**src/rtl/pipe_pkg.sv**
```systemverilog
// Shared pipeline slot types, forward-select encodings and register-file defaults
// for the forwarding / hazard logic.
package pipe_pkg;

    localparam int unsigned NREG_DEF = 32;
    localparam int unsigned RW_DEF   = 5;

    localparam logic [1:0] FWD_RF  = 2'b00;
    localparam logic [1:0] FWD_MEM = 2'b01;
    localparam logic [1:0] FWD_WB  = 2'b10;
    localparam logic [1:0] FWD_RET = 2'b11;

    typedef struct packed {
        logic              v;
        logic [RW_DEF-1:0] rd;
        logic              we;
        logic              ld;
    } slot_t;

    typedef struct packed {
        slot_t             s;
        logic [RW_DEF-1:0] rs1;
        logic [RW_DEF-1:0] rs2;
        logic              u1;
        logic              u2;
    } ex_slot_t;

    // True when the slot will write a nonzero register equal to r.
    function automatic logic writes(input slot_t s, input logic [RW_DEF-1:0] r);
        return s.v && s.we && (s.rd != '0) && (s.rd == r);
    endfunction

endpackage

```
**src/rtl/fwd_select.sv**
```systemverilog
// Priority compare of one EX source against the MEM/WB/RET slots; youngest writer wins.
module fwd_select
    import pipe_pkg::*;
(
    input  logic [RW_DEF-1:0] rs,
    input  logic              used,
    input  slot_t             mem,
    input  slot_t             wb,
    input  slot_t             ret,
    output logic [1:0]        sel
);

    always_comb begin
        sel = FWD_RF;
        if (used && rs != '0) begin
            // A load still in MEM has no data yet; the stall logic keeps this from happening.
            if (writes(mem, rs))
                sel = mem.ld ? FWD_RF : FWD_MEM;
            else if (writes(wb, rs))
                sel = FWD_WB;
            else if (writes(ret, rs))
                sel = FWD_RET;
        end
    end

endmodule

```
**src/rtl/fwd_hazard_unit.sv**
```systemverilog
// Shadow pipeline of in-flight destinations driving EX operand forwarding selects
// and the one-cycle load-use stall/bubble for IF/ID.
module fwd_hazard_unit
    import pipe_pkg::*;
#(
    parameter int unsigned NREG = NREG_DEF,
    parameter int unsigned RW   = RW_DEF,
    parameter int unsigned CW   = 16
) (
    input  logic          clk,
    input  logic          rst_n,
    input  logic          id_valid,
    input  logic [RW-1:0] id_rs1,
    input  logic [RW-1:0] id_rs2,
    input  logic          id_rs1_used,
    input  logic          id_rs2_used,
    input  logic [RW-1:0] id_rd,
    input  logic          id_rd_we,
    input  logic          id_is_load,
    input  logic          flush,
    output logic [1:0]    fwd_sel_a,
    output logic [1:0]    fwd_sel_b,
    output logic          stall,
    output logic          bubble,
    output logic [CW-1:0] stall_count
);

    ex_slot_t ex, ex_in;
    slot_t    mem, wb, ret;
    logic     ld_hit;

    always_comb begin
        ex_in       = '0;
        ex_in.s.v   = 1'b1;
        ex_in.s.rd  = id_rd;
        ex_in.s.we  = id_rd_we;
        ex_in.s.ld  = id_is_load;
        ex_in.rs1   = id_rs1;
        ex_in.rs2   = id_rs2;
        ex_in.u1    = id_rs1_used;
        ex_in.u2    = id_rs2_used;
    end

    always_comb begin
        ld_hit = ex.s.v && ex.s.ld && ex.s.we && (ex.s.rd != '0)
              && ((id_rs1_used && id_rs1 == ex.s.rd) || (id_rs2_used && id_rs2 == ex.s.rd));
        stall  = id_valid && !flush && ld_hit;
    end

    assign bubble = stall;

    always_ff @(posedge clk or negedge rst_n) begin
        if (!rst_n) begin
            ex          <= '0;
            mem         <= '0;
            wb          <= '0;
            ret         <= '0;
            stall_count <= '0;
        end else begin
            ret <= wb;
            wb  <= mem;
            mem <= ex.s;
            if (id_valid && !stall && !flush)
                ex <= ex_in;
            else
                ex <= '0;
            if (stall && stall_count != '1)
                stall_count <= stall_count + 1'b1;
        end
    end

    fwd_select u_sel_a (
        .rs   (ex.rs1),
        .used (ex.u1),
        .mem  (mem),
        .wb   (wb),
        .ret  (ret),
        .sel  (fwd_sel_a)
    );

    fwd_select u_sel_b (
        .rs   (ex.rs2),
        .used (ex.u2),
        .mem  (mem),
        .wb   (wb),
        .ret  (ret),
        .sel  (fwd_sel_b)
    );

    // A MEM-stage load feeding an EX source means the load-use stall was bypassed.
    a_no_mem_load_fwd: assert property (@(posedge clk) disable iff (!rst_n)
        !((ex.u1 && writes(mem, ex.rs1) && mem.ld) || (ex.u2 && writes(mem, ex.rs2) && mem.ld)));

    a_rd_in_range: assert property (@(posedge clk) disable iff (!rst_n)
        !(id_valid && id_rd_we) || (32'(id_rd) < NREG));

endmodule

```
**config.mk**
```make
export PLATFORM = sky130hd
export DESIGN_NAME = fwd_hazard_unit
export DESIGN_NICKNAME = d
export VERILOG_FILES = /design/src/rtl/pipe_pkg.sv /design/src/rtl/fwd_select.sv /design/src/rtl/fwd_hazard_unit.sv
export SDC_FILE = /design/constraint.sdc
export NUM_CORES = 1
export LEC_CHECK = 0
export BUFFER_PORTS_ARGS = -buffer_cell sky130_fd_sc_hd__buf_2
export CORE_MARGIN = 2
export CORE_UTILIZATION = 40
export DETAILED_ROUTE_END_ITERATION = 7
export PLACE_DENSITY = 0.66
export SYNTH_ARGS = -nofsm -noshare
export SYNTH_HDL_FRONTEND = slang
export SYNTH_SLANG_ARGS = --single-unit
```
**constraint.sdc**
```tcl
create_clock -name clk -period 2.1 [get_ports clk]
set_input_delay 0.105 -clock clk [delete_from_list [all_inputs] [get_ports clk]]
set_output_delay 0.105 -clock clk [all_outputs]
set_load 0.05 [all_outputs]
```
==> impl_metrics.env <==
export IMPL_cts_tree="done"
export IMPL_grt_max_degree=22
export IMPL_cp_top_family="simple AND/OR/NAND/NOR gates"
export IMPL_worst_path_max_fanout=2
export IMPL_n_fill_cell=544
export IMPL_yosys_warnings=0
export IMPL_vias_per_cell=4.96
export IMPL_finClkSkew_ns=0.00951
export IMPL_crit_required_ns=2.00
export IMPL_end_kind="output port"
export IMPL_critPathLaunchType="flip-flop"
export IMPL_coreArea_um2=6390
export IMPL_synth_distinct_cells=40
export IMPL_clock_path_buffers=2
export IMPL_dieHeight_um=85.4
export IMPL_report_final_hold_viol_count=0
export IMPL_syn_inst=222
export IMPL_vdd_drop_max_uv=338
export IMPL_timing_rr_end="stall_count[1]$_DFFE_PN0P_"
export IMPL_finalSetupViolCount=3
export IMPL_grt_setup_unrepaired="yes"
export IMPL_r2r_cells=6
export IMPL_hold_depth=2
export IMPL_slew_headroom=0.684
export IMPL_pin_count=45
export IMPL_clk_pin_slew_ns=0.06
export IMPL_syn_area_um2=2650
export IMPL_drive_gt1_frac=0.319
export IMPL_drv_cap=0
export IMPL_slew_violations=0
export IMPL_crit_slowest_cell="dfrtp_1"
export IMPL_dp_hpwl_um=4200
export IMPL_wire_per_inst_um=14.4
export IMPL_p_leak_nw=1.72
export IMPL_num_antenna_cells=0
export IMPL_die_w_um=85.4
export IMPL_grt_pass1_wl_um=9720
export IMPL_cts_root_buf="clkbuf_8"
export IMPL_areaGrowthSynthToFinish_pct=30.9
export IMPL_first_pass_iters=4
export IMPL_reg2reg_slack_ns=0.14
export IMPL_syn_nets=246
export IMPL_period_share=1.12
export IMPL_outcome="finished, violations left"
export IMPL_min_path_type="in2reg"
export IMPL_dieArea_um2=7290
export IMPL_gp_congestion=0.885
export IMPL_timing_setup_tns_ns=-0.351
export IMPL_final_area_um2=3470
export IMPL_antenna_left=0
export IMPL_syn_avg_cell_area_um2=11.9
export IMPL_wl_um=5610
export IMPL_grt_pass1_vias=2061
export IMPL_start_util=0.415
export IMPL_hold_start="id_rs2[2]"
export IMPL_multi_input_area_um2=1180
export IMPL_fmax_mhz=424
export IMPL_drc=0
export IMPL_port_buffers=44
export IMPL_grt_overflow=0
export IMPL_seq_area_frac_synth=0.548
export IMPL_min_period_ns=2.36
export IMPL_critPathKind="reg2out"
export IMPL_clkLatencyLatePin_ns=0.32
export IMPL_htreeDepth=3
export IMPL_num_vias=1933
export IMPL_grtUsageTotal=0.171
export IMPL_seqCellArea_um2=1450
export IMPL_arrival_ns=2.26
export IMPL_violations="setup timing"
export IMPL_drt_initial_drc_count=109
export IMPL_critPathMaxStageDelay_ns=0.37
export IMPL_antenna_found_initial=0
export IMPL_critPathBufInv=1
export IMPL_fin_nets=334
export IMPL_tightest_slew_ns=0.470
export IMPL_synth_seq_cells=58
export IMPL_crit_chain="or3_1 -> o311a_1 -> a31o_2 -> or3b_1 -> o31ai_2 -> buf_6"
export IMPL_rows=29
export IMPL_min_to="ex[4]$_DFF_PN0_"
export IMPL_cts_sinks=58
export IMPL_power_density_nw_per_um2=637
export IMPL_r2r_start="ex[15]$_DFF_PN0_"
export IMPL_dpl_cell_area_um2=3100
export IMPL_worst_slack_ns=-0.260
export IMPL_cts_buffers=9
## sequential cells by signal, summed over array words and instances, names as in the netlist
| register | flops |
|---|---|
| ex | 20 |
| mem | 8 |
| stall_count | 16 |
| ret | 7 |
| wb | 7 |
## report_power, final
part,switching (mW),internal [mW]
Clock,0.387,0.437
Combinational,0.0924,0.105
Sequential,0.0351,1.15
## Yosys cell counts (all sizes together)
cell | count | share of area
or3 | 3 | 0.0071
ha | 1 | 0.0047
clkbuf | 1 | 0.0014
o2111ai | 1 | 0.0099
nor2b | 1 | 0.0024
o22ai | 2 | 0.0071
or2 | 1 | 0.0024
a31o | 1 | 0.0033
nor3 | 7 | 0.013
nand4b | 1 | 0.0033
and2 | 19 | 0.045
o31ai | 1 | 0.0028
nand2b | 4 | 0.0094
xor2 | 20 | 0.066
xnor2 | 33 | 0.11
and4 | 1 | 0.0033
o311a | 3 | 0.011
mux2 | 2 | 0.0085
buf | 4 | 0.013
o21a | 1 | 0.0028
inv | 3 | 0.0043
or4 | 3 | 0.0099
nor4 | 3 | 0.0071
nor2 | 4 | 0.0057
nand3 | 8 | 0.015
o21ai | 1 | 0.0019
nand4 | 17 | 0.040
a31oi | 2 | 0.0047
nand2 | 6 | 0.0085
dfrtp | 58 | 0.55
a21oi | 4 | 0.012
and4b | 1 | 0.0038
and3 | 4 | 0.0094
or3b | 1 | 0.0033
## through the flow
| step | utilization | hold slack (ns) | worst slack [ns] | power [mW] | std cells |
|---|---|---|---|---|---|
| 2_1_floorplan | - | -0.191 | -0.00556 | 1.29 | 222 |
| 3_3_place_gp | 0.485 | 0.0786 | 0.0294 | 1.38 | 358 |
| 3_5_place_dp | 0.485 | 0.0955 | 0.0223 | 1.38 | 358 |
| 4_1_cts | 0.536 | 0.00252 | -0.267 | 2.24 | 387 |
| 5_1_grt | 0.543 | 0.00799 | -0.323 | 2.32 | 390 |
| 6_report | 0.543 | 0.0188 | -0.260 | 2.21 | 390 |
## cell usage in the layout (no fill, tap or decap), drive strengths merged, types with 2 or more instances in the layout
| cell type | Yosys | routed |
|---|---|---|
| a31oi | 2 | 2 |
| xnor2 | 33 | 33 |
| o22ai | 2 | 2 |
| nor3 | 7 | 7 |
| nand4 | 17 | 17 |
| inv | 3 | 3 |
| nand2 | 6 | 6 |
| nor2 | 4 | 4 |
| o311a | 3 | 3 |
| or3 | 3 | 3 |
| a21oi | 4 | 4 |
| clkinv | 0 | 4 |
| dfrtp | 58 | 58 |
| mux2 | 2 | 2 |
| buf | 4 | 72 |
| nor4 | 3 | 3 |
| or4 | 3 | 3 |
| and2 | 19 | 19 |
| clkbuf | 1 | 10 |
| xor2 | 20 | 20 |
| nand3 | 8 | 8 |
| dlygate4sd3 | 0 | 10 |
| and3 | 4 | 4 |
| nand2b | 4 | 4 |
## worst max path at each step
| stage | to | from | depth (start not counted) |
|---|---|---|---|
| global route | fwd_sel_a[0] | mem[3]$_DFF_PN0_ | 6 |
| global placement | fwd_sel_a[0] | mem[3]$_DFF_PN0_ | 6 |
| CTS | fwd_sel_a[0] | mem[3]$_DFF_PN0_ | 6 |
| detailed placement | fwd_sel_a[0] | mem[3]$_DFF_PN0_ | 6 |
| floorplan | fwd_sel_b[0] | mem[3]$_DFF_PN0_ | 5 |
| finish | fwd_sel_a[0] | mem[3]$_DFF_PN0_ | 6 |
## cells by family after synthesis
kind of cell	share of synthesized area
xor+xnor	0.175
fa+ha+maj	0.00472
simple gates	0.189
flops	0.548
mux	0.00850
compound gates	0.0557
buf+inv	0.0189
## timing repair
item	in CTS	in global routing
hold buffers	10	0
pin swaps	3	4
hold endpoints to repair	28	0
buffers inserted	5	3
resized for setup	9	6
setup endpoints to repair	6	7
## routing by layer
metal | share of wire | GRT usage
met5 | 0 | 0
met3 | 0.038 | 0.0379
met1 | 0.43 | 0.217
met4 | 0.0073 | 0.0736
met2 | 0.53 | 0.283
## area by class of cell
cell class                 instances  share of cell area
clock buffer                      10              0.0397
clock inverter                     4             0.00577
inverter                           3             0.00325
multi-input combinational        156               0.340
sequential                        58               0.419
tap                               77              0.0278
timing repair buffer              82               0.165
No activity file was read; power rests on OpenSTA's default activity.
